$ cat src/rtl/matmul_arbiter_if.sv
// ---------------------------------------------------------------------------
// matmul_arbiter_if
// Bundles every non-clock/reset signal of matmul_arbiter.
//   Requester side : req_valid/req_ready/req_mtx/req_vec (job in),
//                    resp_valid/resp_ready/resp_vec/resp_err (result out)
//   MatMul side    : mm_start/mm_mtx/mm_vec (job out), mm_done/mm_vec_out (in)
// Modports:
//   slave  - the arbiter's view
//   master - the environment's view (requesters plus the shared MatMul)
// ---------------------------------------------------------------------------
interface matmul_arbiter_if #(
    parameter int SIZE    = 2,
    parameter int OUT_W   = 17,
    parameter int NUM_REQ = 2
);
    logic [NUM_REQ-1:0]                       req_valid;
    logic [NUM_REQ-1:0]                       req_ready;
    logic [NUM_REQ-1:0][SIZE-1:0][SIZE-1:0][7:0] req_mtx;
    logic [NUM_REQ-1:0][SIZE-1:0][7:0]        req_vec;
    logic [NUM_REQ-1:0]                       resp_valid;
    logic [NUM_REQ-1:0]                       resp_ready;
    logic [SIZE-1:0][OUT_W-1:0]               resp_vec;
    logic                                     resp_err;
    logic                                     mm_start;
    logic [SIZE-1:0][SIZE-1:0][7:0]           mm_mtx;
    logic [SIZE-1:0][7:0]                     mm_vec;
    logic                                     mm_done;
    logic [SIZE-1:0][OUT_W-1:0]               mm_vec_out;

    modport slave (
        input  req_valid, req_mtx, req_vec, resp_ready, mm_done, mm_vec_out,
        output req_ready, resp_valid, resp_vec, resp_err, mm_start, mm_mtx, mm_vec
    );

    modport master (
        output req_valid, req_mtx, req_vec, resp_ready, mm_done, mm_vec_out,
        input  req_ready, resp_valid, resp_vec, resp_err, mm_start, mm_mtx, mm_vec
    );
endinterface

$ cat src/rtl/matmul_arbiter.sv
// ---------------------------------------------------------------------------
// matmul_arbiter
// Shares one MatMul unit between NUM_REQ requesters with round-robin
// arbitration. The winner's operands are latched, the unit is started with a
// one-cycle pulse, its result (or a watchdog timeout error) is returned on the
// winner's valid/ready response channel.
// Ports:
//   clk   - clock
//   reset - asynchronous, active-high reset
//   bus   - matmul_arbiter_if.slave (requester and MatMul signals)
// ---------------------------------------------------------------------------
module matmul_arbiter #(
    parameter int SIZE    = 2,
    parameter int OUT_W   = 17,
    parameter int NUM_REQ = 2,
    parameter int TIMEOUT = 64
) (
    input  logic             clk,
    input  logic             reset,
    matmul_arbiter_if.slave  bus
);
    localparam int IDX_W = (NUM_REQ > 1) ? $clog2(NUM_REQ) : 1;
    localparam int CNT_W = $clog2(TIMEOUT + 1);

    typedef enum logic [1:0] {IDLE, START, WAIT, RESP} state_t;

    state_t                         state_reg, state_next;
    logic [IDX_W-1:0]               rr_ptr_reg, rr_ptr_next;
    logic [IDX_W-1:0]               grant_reg, grant_next;
    logic [CNT_W-1:0]               cnt_reg, cnt_next;
    logic [SIZE-1:0][SIZE-1:0][7:0] mtx_reg, mtx_next;
    logic [SIZE-1:0][7:0]           vec_reg, vec_next;
    logic [SIZE-1:0][OUT_W-1:0]     resp_vec_reg, resp_vec_next;
    logic                           err_reg, err_next;

    logic                           found;
    logic [IDX_W-1:0]               win;
    int                             idx;

    // Round-robin search: first valid requester at or after rr_ptr, wrapping.
    always_comb begin
        found = 1'b0;
        win   = '0;
        idx   = 0;
        for (int k = 0; k < NUM_REQ; k++) begin
            idx = (int'(rr_ptr_reg) + k) % NUM_REQ;
            if (!found && bus.req_valid[IDX_W'(idx)]) begin
                found = 1'b1;
                win   = IDX_W'(idx);
            end
        end
    end

    // Per-requester handshake bits. req_ready is gated by reset so nothing is
    // accepted while reset is held, even though the state already reads IDLE.
    generate
        for (genvar gi = 0; gi < NUM_REQ; gi++) begin : g_req
            assign bus.req_ready[gi]  = !reset && (state_reg == IDLE) && found &&
                                        (win == IDX_W'(gi));
            assign bus.resp_valid[gi] = (state_reg == RESP) && (grant_reg == IDX_W'(gi));
        end
    endgenerate

    assign bus.mm_start = (state_reg == START);
    assign bus.mm_mtx   = mtx_reg;
    assign bus.mm_vec   = vec_reg;
    assign bus.resp_vec = resp_vec_reg;
    assign bus.resp_err = err_reg;

    always_comb begin
        state_next    = state_reg;
        rr_ptr_next   = rr_ptr_reg;
        grant_next    = grant_reg;
        cnt_next      = cnt_reg;
        mtx_next      = mtx_reg;
        vec_next      = vec_reg;
        resp_vec_next = resp_vec_reg;
        err_next      = err_reg;
        case (state_reg)
            IDLE: begin
                if (found) begin
                    mtx_next   = bus.req_mtx[win];
                    vec_next   = bus.req_vec[win];
                    grant_next = win;
                    state_next = START;
                end
            end
            START: begin
                cnt_next   = '0;
                state_next = WAIT;
            end
            WAIT: begin
                cnt_next = cnt_reg + 1'b1;
                // cnt_reg == 0 marks the first WAIT cycle, where mm_done may
                // still be the sticky done left over from the previous job.
                if ((cnt_reg != '0) && bus.mm_done) begin
                    resp_vec_next = bus.mm_vec_out;
                    err_next      = 1'b0;
                    state_next    = RESP;
                end else if ((cnt_reg + 1'b1) == CNT_W'(TIMEOUT)) begin
                    resp_vec_next = '0;
                    err_next      = 1'b1;
                    state_next    = RESP;
                end
            end
            RESP: begin
                if (bus.resp_ready[grant_reg]) begin
                    rr_ptr_next = (grant_reg == IDX_W'(NUM_REQ - 1)) ? '0 : grant_reg + 1'b1;
                    state_next  = IDLE;
                end
            end
            default: state_next = IDLE;
        endcase
    end

    always_ff @(posedge clk or posedge reset) begin
        if (reset) begin
            state_reg    <= IDLE;
            rr_ptr_reg   <= '0;
            grant_reg    <= '0;
            cnt_reg      <= '0;
            mtx_reg      <= '0;
            vec_reg      <= '0;
            resp_vec_reg <= '0;
            err_reg      <= 1'b0;
        end else begin
            state_reg    <= state_next;
            rr_ptr_reg   <= rr_ptr_next;
            grant_reg    <= grant_next;
            cnt_reg      <= cnt_next;
            mtx_reg      <= mtx_next;
            vec_reg      <= vec_next;
            resp_vec_reg <= resp_vec_next;
            err_reg      <= err_next;
        end
    end
endmodule

$ cat src/flat_wrapper.sv
// flat-port wrapper written by rule: the top's interface ports become plain ports
module matmul_arbiter_flat 
#(
    parameter int SIZE    = 2,
    parameter int OUT_W   = 17,
    parameter int NUM_REQ = 2,
    parameter int TIMEOUT = 64
)
  (clk, reset, bus_req_valid, bus_req_mtx, bus_req_vec, bus_resp_ready, bus_mm_done, bus_mm_vec_out, bus_req_ready, bus_resp_valid, bus_resp_vec, bus_resp_err, bus_mm_start, bus_mm_mtx, bus_mm_vec);
  matmul_arbiter_if #(.SIZE(SIZE), .OUT_W(OUT_W), .NUM_REQ(NUM_REQ)) bus_i ();
  input  logic clk;
  input  logic reset;
  input wire logic [$bits(bus_i.req_valid)-1:0] bus_req_valid;
  input wire logic [$bits(bus_i.req_mtx)-1:0] bus_req_mtx;
  input wire logic [$bits(bus_i.req_vec)-1:0] bus_req_vec;
  input wire logic [$bits(bus_i.resp_ready)-1:0] bus_resp_ready;
  input wire logic [$bits(bus_i.mm_done)-1:0] bus_mm_done;
  input wire logic [$bits(bus_i.mm_vec_out)-1:0] bus_mm_vec_out;
  output wire logic [$bits(bus_i.req_ready)-1:0] bus_req_ready;
  output wire logic [$bits(bus_i.resp_valid)-1:0] bus_resp_valid;
  output wire logic [$bits(bus_i.resp_vec)-1:0] bus_resp_vec;
  output wire logic [$bits(bus_i.resp_err)-1:0] bus_resp_err;
  output wire logic [$bits(bus_i.mm_start)-1:0] bus_mm_start;
  output wire logic [$bits(bus_i.mm_mtx)-1:0] bus_mm_mtx;
  output wire logic [$bits(bus_i.mm_vec)-1:0] bus_mm_vec;
  assign bus_i.req_valid = bus_req_valid;
  assign bus_i.req_mtx = bus_req_mtx;
  assign bus_i.req_vec = bus_req_vec;
  assign bus_i.resp_ready = bus_resp_ready;
  assign bus_i.mm_done = bus_mm_done;
  assign bus_i.mm_vec_out = bus_mm_vec_out;
  assign bus_req_ready = bus_i.req_ready;
  assign bus_resp_valid = bus_i.resp_valid;
  assign bus_resp_vec = bus_i.resp_vec;
  assign bus_resp_err = bus_i.resp_err;
  assign bus_mm_start = bus_i.mm_start;
  assign bus_mm_mtx = bus_i.mm_mtx;
  assign bus_mm_vec = bus_i.mm_vec;
  matmul_arbiter #(.SIZE(SIZE), .OUT_W(OUT_W), .NUM_REQ(NUM_REQ), .TIMEOUT(TIMEOUT)) u_core (.clk(clk), .reset(reset), .bus(bus_i));
endmodule
$ cat config.mk
export PLATFORM = sky130hd
export DESIGN_NAME = matmul_arbiter_flat
export DESIGN_NICKNAME = d
export VERILOG_FILES = /design/src/rtl/matmul_arbiter_if.sv /design/src/rtl/matmul_arbiter.sv /design/src/flat_wrapper.sv
export SDC_FILE = /design/constraint.sdc
export NUM_CORES = 1
export LEC_CHECK = 0
export CAP_MARGIN = 10
export CORE_MARGIN = 10
export CORE_UTILIZATION = 40
export CTS_CLUSTER_DIAMETER = 150
export DETAILED_ROUTE_END_ITERATION = 10
export PLACE_DENSITY = 0.8
export SLEW_MARGIN = 0
export SYNTH_ARGS = -nofsm -noshare
export SYNTH_HDL_FRONTEND = slang
export SYNTH_SLANG_ARGS = --single-unit
$ cat constraint.sdc
create_clock -name clk -period 3.7 [get_ports clk]
set_input_delay 0.37 -clock clk [delete_from_list [all_inputs] [get_ports clk]]
set_output_delay 0.37 -clock clk [all_outputs]
set_load 0.005 [all_outputs]
# After elaboration in Yosys (flattened, before gate mapping)
# Index checks and enable logic that the tools add are counted.
word_totals:
  regBits: 94
  in_bits: 137
  output_inout_bits: 88
  word_cells: 72
op_classes:
  addsub: 3
  n_lt_le_gt_ge: 4
  n_eq_ne: 7
  muxes: 25
  bitwise: 2
  reduce_logical: 18
ops:
  columns: ["operator", "n"]
  rows:
  - ["2-to-1 mux 34 bit", 2]
  - ["2-to-1 mux 32 bit", 2]
  - ["2-to-1 mux 16 bit", 2]
  - ["case mux 7 bit (2 select lines)", 1]
  - ["2-to-1 mux 1 bit", 13]
  - ["logical AND 1 bit", 8]
  - ["2-to-1 mux 2 bit", 4]
  - ["case mux 2 bit (4 select lines)", 1]
  - ["adder 7 x 1 -> 7 bit, second input constant", 1]
  - ["== test 7 bit, second input constant", 1]
  - ["nonzero test 7 bit", 1]
  - ["less-than comparator 1 x 3 -> 1 bit, second input constant", 2]
  - ["AND reduction 2 bit", 3]
  - ["== test 2 bit, second input constant", 2]
  - ["less-than comparator 1 x 2 -> 1 bit, second input constant", 2]
  - ["nonzero test 2 bit", 2]
  - ["inequality test 3 x 1 -> 1 bit, second input constant", 1]
  - ["AND reduction 3 bit", 1]
  - ["adder 1 bit, second input constant", 2]
  - ["== test 2 x 1 -> 1 bit, second input constant", 1]
  - ["zero test 1 bit", 2]
  - ["zero test 2 bit", 1]
  - ["inequality test 2 x 1 -> 1 bit, second input constant", 1]
  - ["inequality test 2 bit, second input constant", 1]
  - ["NOT 1 bit", 2]

# Logic depth before layout (Yosys ltp)
# Gate-level depths: netlist (run 1).
logic_depth:
  word_depth: 9
  mapped_depth: 8
  ltp_nobuf: 6

# Worst setup path before layout (run 1)
# Ideal clock, no wire load.
synth_path:
  path_kind: "in2out"
  start: "input reset"
  end: "output bus_req_ready[1]"
  t_arrival_ns: 2.719
  t_required_ns: 3.330
  slack_ns: 0.611
  cell_stages: 2
  path_buffers: 0
  cell_sequence: "inv_1 > and3_1"
synth_between:
  elab_chain_len: 4
synth_lines:
  columns: ["item", "line", "text"]
  rows:
  - ["start: declaration", "flat_wrapper.sv:12", "input logic reset;"]
  - ["zero test 1 bit", "matmul_arbiter.sv:58", "assign bus.req_ready[gi] = !reset && (state_reg == IDLE) && found &&"]
  - ["logical AND 1 bit (3 in a row)", "matmul_arbiter.sv:58", null]
  - ["end: declaration", "flat_wrapper.sv:19", "output wire logic [$bits(bus_i.req_ready)-1:0] bus_req_ready;"]
# Every way passes these cells.

# Worst setup path in the final report (run 1)
layout_path:
  start: "register u_core.state_reg[0]"
  end: "output bus_req_ready[1]"
layout_between:
  elab_chain_len: 4
layout_lines:
  columns: ["item", "line", "text"]
  rows:
  - ["start: declaration", "matmul_arbiter.sv:27", "state_t state_reg, state_next;"]
  - ["start signal: assignment", "matmul_arbiter.sv:127", "state_reg <= state_next;"]
  - ["zero test 2 bit", "matmul_arbiter.sv:58", null]
  - ["logical AND 1 bit (3 in a row)", "matmul_arbiter.sv:58", null]
# Every way passes these cells.

==> results of run 1 <==
## worst max-delay path: stages (launching register included)
cell and delay [ps]:
dfrtp_1 430, inv_1 150, ha_1 220, and2_1 150
and3_1 150, clkdlybuf4s50_1 510
## cells by family after synthesis
group,count (synthesis)
AO/OA/AOI/OAI,104
AND/OR/NAND/NOR,122
multiplexers,51
buffers and inverters,37
adder cells (fa/ha/maj),7
flip-flops,94
## worst max path at each step
stage,to,slack (ps),cells after the start
global placement,u_core.bus.resp_vec[32],1090,4
finish,bus_req_ready[1],1370,5
detailed placement,u_core.bus.resp_vec[13],990,4
CTS,u_core.bus.resp_vec[7],970,4
global route,u_core.bus.resp_vec[7],1250,6
floorplan,bus_req_ready[1],610,2
## stage by stage
stage               setup WS, ps  instances  area, µm²  power (W)  util (%)
finish                      1372        771       7043   0.004743     64.69
global route                1252        771       7043   0.005085     64.69
CTS                        971.4        770       7015   0.004775     64.43
detailed placement         992.5        754       6778   0.003958     62.25
global placement            1087        754       6778   0.003866     62.25
floorplan                  611.5        415       4468   0.002795         -
## power by group
part           internal, W  switching (W)
combinational      0.00126        0.00101
sequential         0.00140       0.000260
clock             0.000448       0.000359
total              0.00311        0.00163
## layout make-up
cell class | count | share of cell area (%)
tap | 140 | 2.487
multi-input combinational | 284 | 27.66
clock inverter | 6 | 1.563
inverter | 8 | 0.4441
clock buffer | 10 | 1.812
sequential | 94 | 33.42
timing repair buffer | 229 | 32.62
## synth_stat cells (2+ instances only)
library cell  number
inv_1              8
ha_1               7
o21ai_0           55
a21oi_1            3
nor2b_1           36
a21o_1             3
nor3_1             4
buf_6              4
buf_1              3
dfrtp_1           94
clkbuf_1          19
buf_2              3
o21a_1             2
nand2_1           64
mux2i_1           50
nand3_1            5
a221o_1           34
and2_1             2
nor2_1             4
## per-layer routing
metal / share of wire [%] / track usage [%] / wire length (µm)
met2: 49 / 29.59 / 7051
met4: 1.5 / 5.014 / 209
met1: 42 / 21.05 / 5985
met3: 7.4 / 5.201 / 1066
met5: 0 / 0 / 0
==> metrics.md, run 1 <==
| Metric | Value |
|---|---|
| Largest family of logic cells by synthesized area | compound AO/OA/AOI/OAI gates |
| Most common cell after layout, fill and taps aside | clkdlybuf4s50_1 |
| Syn. warnings | 0 |
| Initial Utilization | about two fifths |
| Via count | 3961 |
| RSZ-0062 raised after global routing | no |
| Drt initial violations | about 150 |
| Number of distinct library cells after synthesis | 34 |
| Max Cap Viol | 0 |
| Largest register FFs | 34 |
| TritonCTS clock tree | built |
| Largest cells by area after synthesis | dfrtp_1 (53%), mux2i_1 (11%), a221o_1 (7.6%) |
| # IOs | 225 |
| Gpl congestion | about 0.83 |
| Number of global-route vias before repair | 4071 |
| Commonest non-fill, non-tap cells in the layout | clkdlybuf4s50_1 (223), dfrtp_1 (93), nand2_1 (63) |
| Tmin final | 2328 ps |
| Die area | 0.01580 mm² |
| XOR/XNOR share of the synthesized area | 0% |
| Clock skew | about 12 ps |
| FF/Latch Area | 0.002354 mm² |
| DR pass1 iterations | 4 |
| Clk slew on worst S/H paths | ~90 ps |
| Setup TNS | 0 ps |
| Total CTS buffers | 9 |
| Clock latency at the later pin of the worst-skew pair | 360 ps |
| Largest net degree at the start of global routing | 98 |
| Crit Path Class | flip-flop to primary output |
| Post-CTS setup buffer count | 0 |
| Crit path DAT | 1960 ps |
| Vias/cell | slightly above 5 |
| Worst rel slew slack | 26.26% |
| Area of the multi-input gates | 0.001948 mm² |
| R2r setup slk | approximately 1400 ps |
| Post-detailed-route wirelength per cell | approximately 19 µm |
| Ant. Diodes | 0 |
| R2r worst-path depth | 6 |
| Register bit total from synthesis | 94 |
| Top fanout value on the critical path | 4 |
| DRC Markers | 0 |
| Worst endpoint required time | 3330 ps |
| Syn_nets | 559 |
| RR Startpoint | u_core.cnt_reg[0] |
| Total wire length | 14310 µm |
| Fmax | 429.6 MHz |
| Chip width | 125.7 µm |
| Final HPWL DP | 11030 µm |
| Slew @ Worst Pin | 1106 ps |
| Layout cells sized above 1 | 4.596% |
| # resized after CTS | 0 |
| Overflow after GRT | 0 |
| Clk root buf | clkbuf_8 |
| Worst hold path type | input port to async pin |
| Synth-to-Final Area Change | 57.63% |
| Crit path from | u_core.state_reg[0] |
| Simple-gate portion of the synthesized area | 13.25% |
| Synth Instances | approximately 420 |
| Top FF cell, synth | dfrtp_1 |
| Synthesized-area fraction occupied by adder cells | 1.960% |
| Fraction of registers with async set/reset | between 90% and 100% |
| H-tree levels | 3 |
| Worst setup EP type | primary output |
| Row cnt | 38 |
| Leak | around 3.1 nW |
| Endpoints failing setup | 0 |
| Core area | 0.01089 mm² |
| Hold_buf cts | 0 |
| Deepest clock path buffer count | 2 |
| Top cell type's share of synthesized area | a little over half |
| Netlist Area Pre-Place | between 0.004 and 0.005 mm² |
| Syn_area_per_cell | 10.77 µm² |
| Pwr per Cell Area | 673.5 mW/mm² |
| Worst flop-to-flop path endpoint | u_core.bus.resp_vec[18] |
| First-pass GRT wire length | 22890 µm |
| PortBufs | 223 |
| Final period util | 62.92% |
| Compound-gate portion of the synthesized area | 16.83% |
| Die H | 125.7 µm |
| EDFF count, synth | 0 |
| Hold WS | about 240 ps |
| CTS sink cnt | 94 |
| Initial antenna violation count | 0 |
| Final-report hold violation count | 0 |
| Final Max Slew Viols | 0 |
| Mux contribution to synthesized area | 11.45% |
| Fillers | roughly 850 |
| Peak VDD IR | 0.3314 mV |
| Seq/Total Area, Yosys | 52.65% |
| Status | finished clean |
| Post-route ant nets | 0 |
| Total GRT Usage | 17.48% |
| Area leader, netlist | dfrtp_1 |
| Layout Nets | 770 |
| Startpoint types | flip-flop |
(Power assumes the default switching activity.)
==> run 2: changes to the inputs <==
==> constraint.sdc (replaced) <==
create_clock -name clk -period 2.4 [get_ports clk]
set_input_delay 0.24 -clock clk [delete_from_list [all_inputs] [get_ports clk]]
set_output_delay 0.24 -clock clk [all_outputs]
set_load 0.005 [all_outputs]
==> run 2 against run 1 <==
  * Sequential share of layout area up 0.16 points
  * First-iteration DRC count up 72%
  * Critical path depth unchanged
  * Sequential power up 52%
  * Register-to-register slack worse by 1200 ps
  * Utilization down 0.31 points
  * Critical endpoint unchanged
==> metrics.md, run 2 (synthesis results as in run 1) <==
| Metric | Value |
|---|---|
| Clock skew | 8.611 ps |
| Commonest non-fill, non-tap cells in the layout | clkdlybuf4s50_1 (223), dfrtp_1 (93), nand2_1 (63) |
| GRT Max-Usage Layer | met2 |
| Drt initial violations | 256 |
| Worst endpoint required time | around 2200 ps |
| FF/Latch Area | 0.002354 mm² |
| Pwr per Cell Area | 1006 mW/mm² |
| RSZ-0062 raised after global routing | no |
| Startpoint types | flip-flop |
| Worst rel slew slack | 47.56% |
| DRC Markers | 0 |
| Ant. Diodes | 0 |
| Leak | 3.075 nW |
| # resized after CTS | 0 |
| Row cnt | 38 |
| Number of global-route vias before repair | 4141 |
| CP peak stage delay | 520 ps |
| Worst setup EP type | primary output |
| Max Cap Viol | 0 |
| DR pass1 iterations | 4 |
| Post-route ant nets | 0 |
| Total wire length | 14260 µm |
| Crit path DAT | a little under 2000 ps |
| Post-CTS setup buffer count | 0 |
| Deepest clock path buffer count | 2 |
| Top fanout value on the critical path | 4 |
| Status | finished clean |
| Initial antenna violation count | 0 |
| Chip width | between 100 and 150 µm |
| Via count | 3965 |
| Endpoints failing setup | 0 |
| Layout cells sized above 1 | 4.905% |
| R2r setup slk | 200 ps |
| Area of the multi-input gates | approximately 0.0019 mm² |
| H-tree levels | 3 |
| Final period util | 91.83% |
| Most common cell after layout, fill and taps aside | clkdlybuf4s50_1 |
| Clk slew on worst S/H paths | 90 ps |
| Met1 usage | 21.03% |
| Synth-to-Final Area Change | 56.87% |
| Final HPWL DP | 11060 µm |
| Total CTS buffers | 9 |
| Gpl congestion | 0.8173 |
| R2r worst-path depth | 6 |
| Clock latency at the later pin of the worst-skew pair | roughly 350 ps |
| Hold_buf cts | 0 |
| RR Startpoint | u_core.cnt_reg[0] |
| PortBufs | 223 |
| Largest net degree at the start of global routing | 98 |
| Slew @ Worst Pin | 786.6 ps |
| Final Max Slew Viols | 0 |
| TritonCTS clock tree | built |
| Initial Utilization | 41.04% |
| Global Route met3 Usage | under 10% |
| Setup TNS | 0 ps |
| Fmax | 453.8 MHz |
| Vias/cell | 5.136 |
| Crit Path Class | flip-flop to primary output |
| Worst hold path type | input port to async pin |
| First-pass GRT wire length | 22610 µm |
| CTS sink cnt | 94 |
| Core area | 0.01089 mm² |
| Fillers | 882 |
| Post-detailed-route wirelength per cell | around 18 µm |
| Worst flop-to-flop path endpoint | u_core.bus.resp_vec[4] |
| # IOs | 225 |
| Clk root buf | clkbuf_8 |
| Largest register FFs | 34 |
| CP Cell Sequence | inv_1, ha_1, and2_1, and3_1, clkdlybuf4s50_1 |
| Overflow after GRT | 0 |
| Met2 Track Usage GR | 27.84% |
| Total GRT Usage | 17.36% |
| Hold WS | 406.6 ps |
| Die H | 125.7 µm |
| Peak VDD IR | 0.4836 mV |
| CP max stage cell | clkdlybuf4s50_1 |
| Layout Nets | 771 |
| Die area | ~0.016 mm² |
| Tmin final | 2204 ps |
| Final-report hold violation count | 0 |
==> run 2: critical path: cells and delay by family, from the launching register on <==
kind	cells	cell delay [ps]
adder cells (fa/ha/maj)	1	210
buffers and inverters	2	670
flip-flops	1	430
AND/OR/NAND/NOR	2	310
==> run 2: per-stage QoR <==
step | util (%) | instance area, µm² | worst slack, ps | std cells | total power, W
final | 64.38 | 7009 | 196.1 | 772 | 0.007054
after global routing | 64.38 | 7009 | 58.08 | 772 | 0.007607
after CTS | 64.38 | 7009 | 163.4 | 772 | 0.007153
after detailed placement | 62.64 | 6820 | 211.7 | 756 | 0.006120
after global placement | 62.64 | 6820 | 289.4 | 756 | 0.005958
after floorplan | - | 4472 | 86.03 | 415 | 0.004310
==> run 2: how the worst max path moves through the flow <==
stage / startpoint / endpoint / slack (ps) / depth (start not counted)
after global routing: u_core.state_reg[1] / bus_req_ready[1] / 60 / 5
after global placement: u_core.cnt_reg[0] / u_core.bus.resp_vec[12] / 290 / 6
final: u_core.state_reg[0] / bus_req_ready[1] / 200 / 5
after detailed placement: u_core.cnt_reg[0] / u_core.bus.resp_vec[21] / 210 / 6
after floorplan: reset / bus_req_ready[1] / 90 / 2
after CTS: u_core.state_reg[0] / bus_req_ready[1] / 160 / 5
==> run 2: layout make-up <==
class	instances	share of cell area, %
Tap cell	140	2.499
Inverter	8	0.4820
Clock buffer	9	1.767
Clock inverter	7	0.9282
Timing Repair Buffer	230	32.95
Sequential cell	94	33.58
Multi-Input combinational cell	284	27.79
==> run 2: report_power, final <==
| group | total (W) | switching [W] | internal [W] |
|---|---|---|---|
| sequential | 0.00252 | 0.000361 | 0.00216 |
| clock | 0.00101 | 0.000539 | 0.000474 |
| combinational | 0.00352 | 0.00158 | 0.00193 |
| total | 0.00705 | 0.00248 | 0.00457 |
==> run 2: per-layer routing <==
metal	vias up	wire length, µm
met5	-	0
met1	1879	5922
met2	162	6755
met3	24	1220
li1	1900	-
met4	0	359
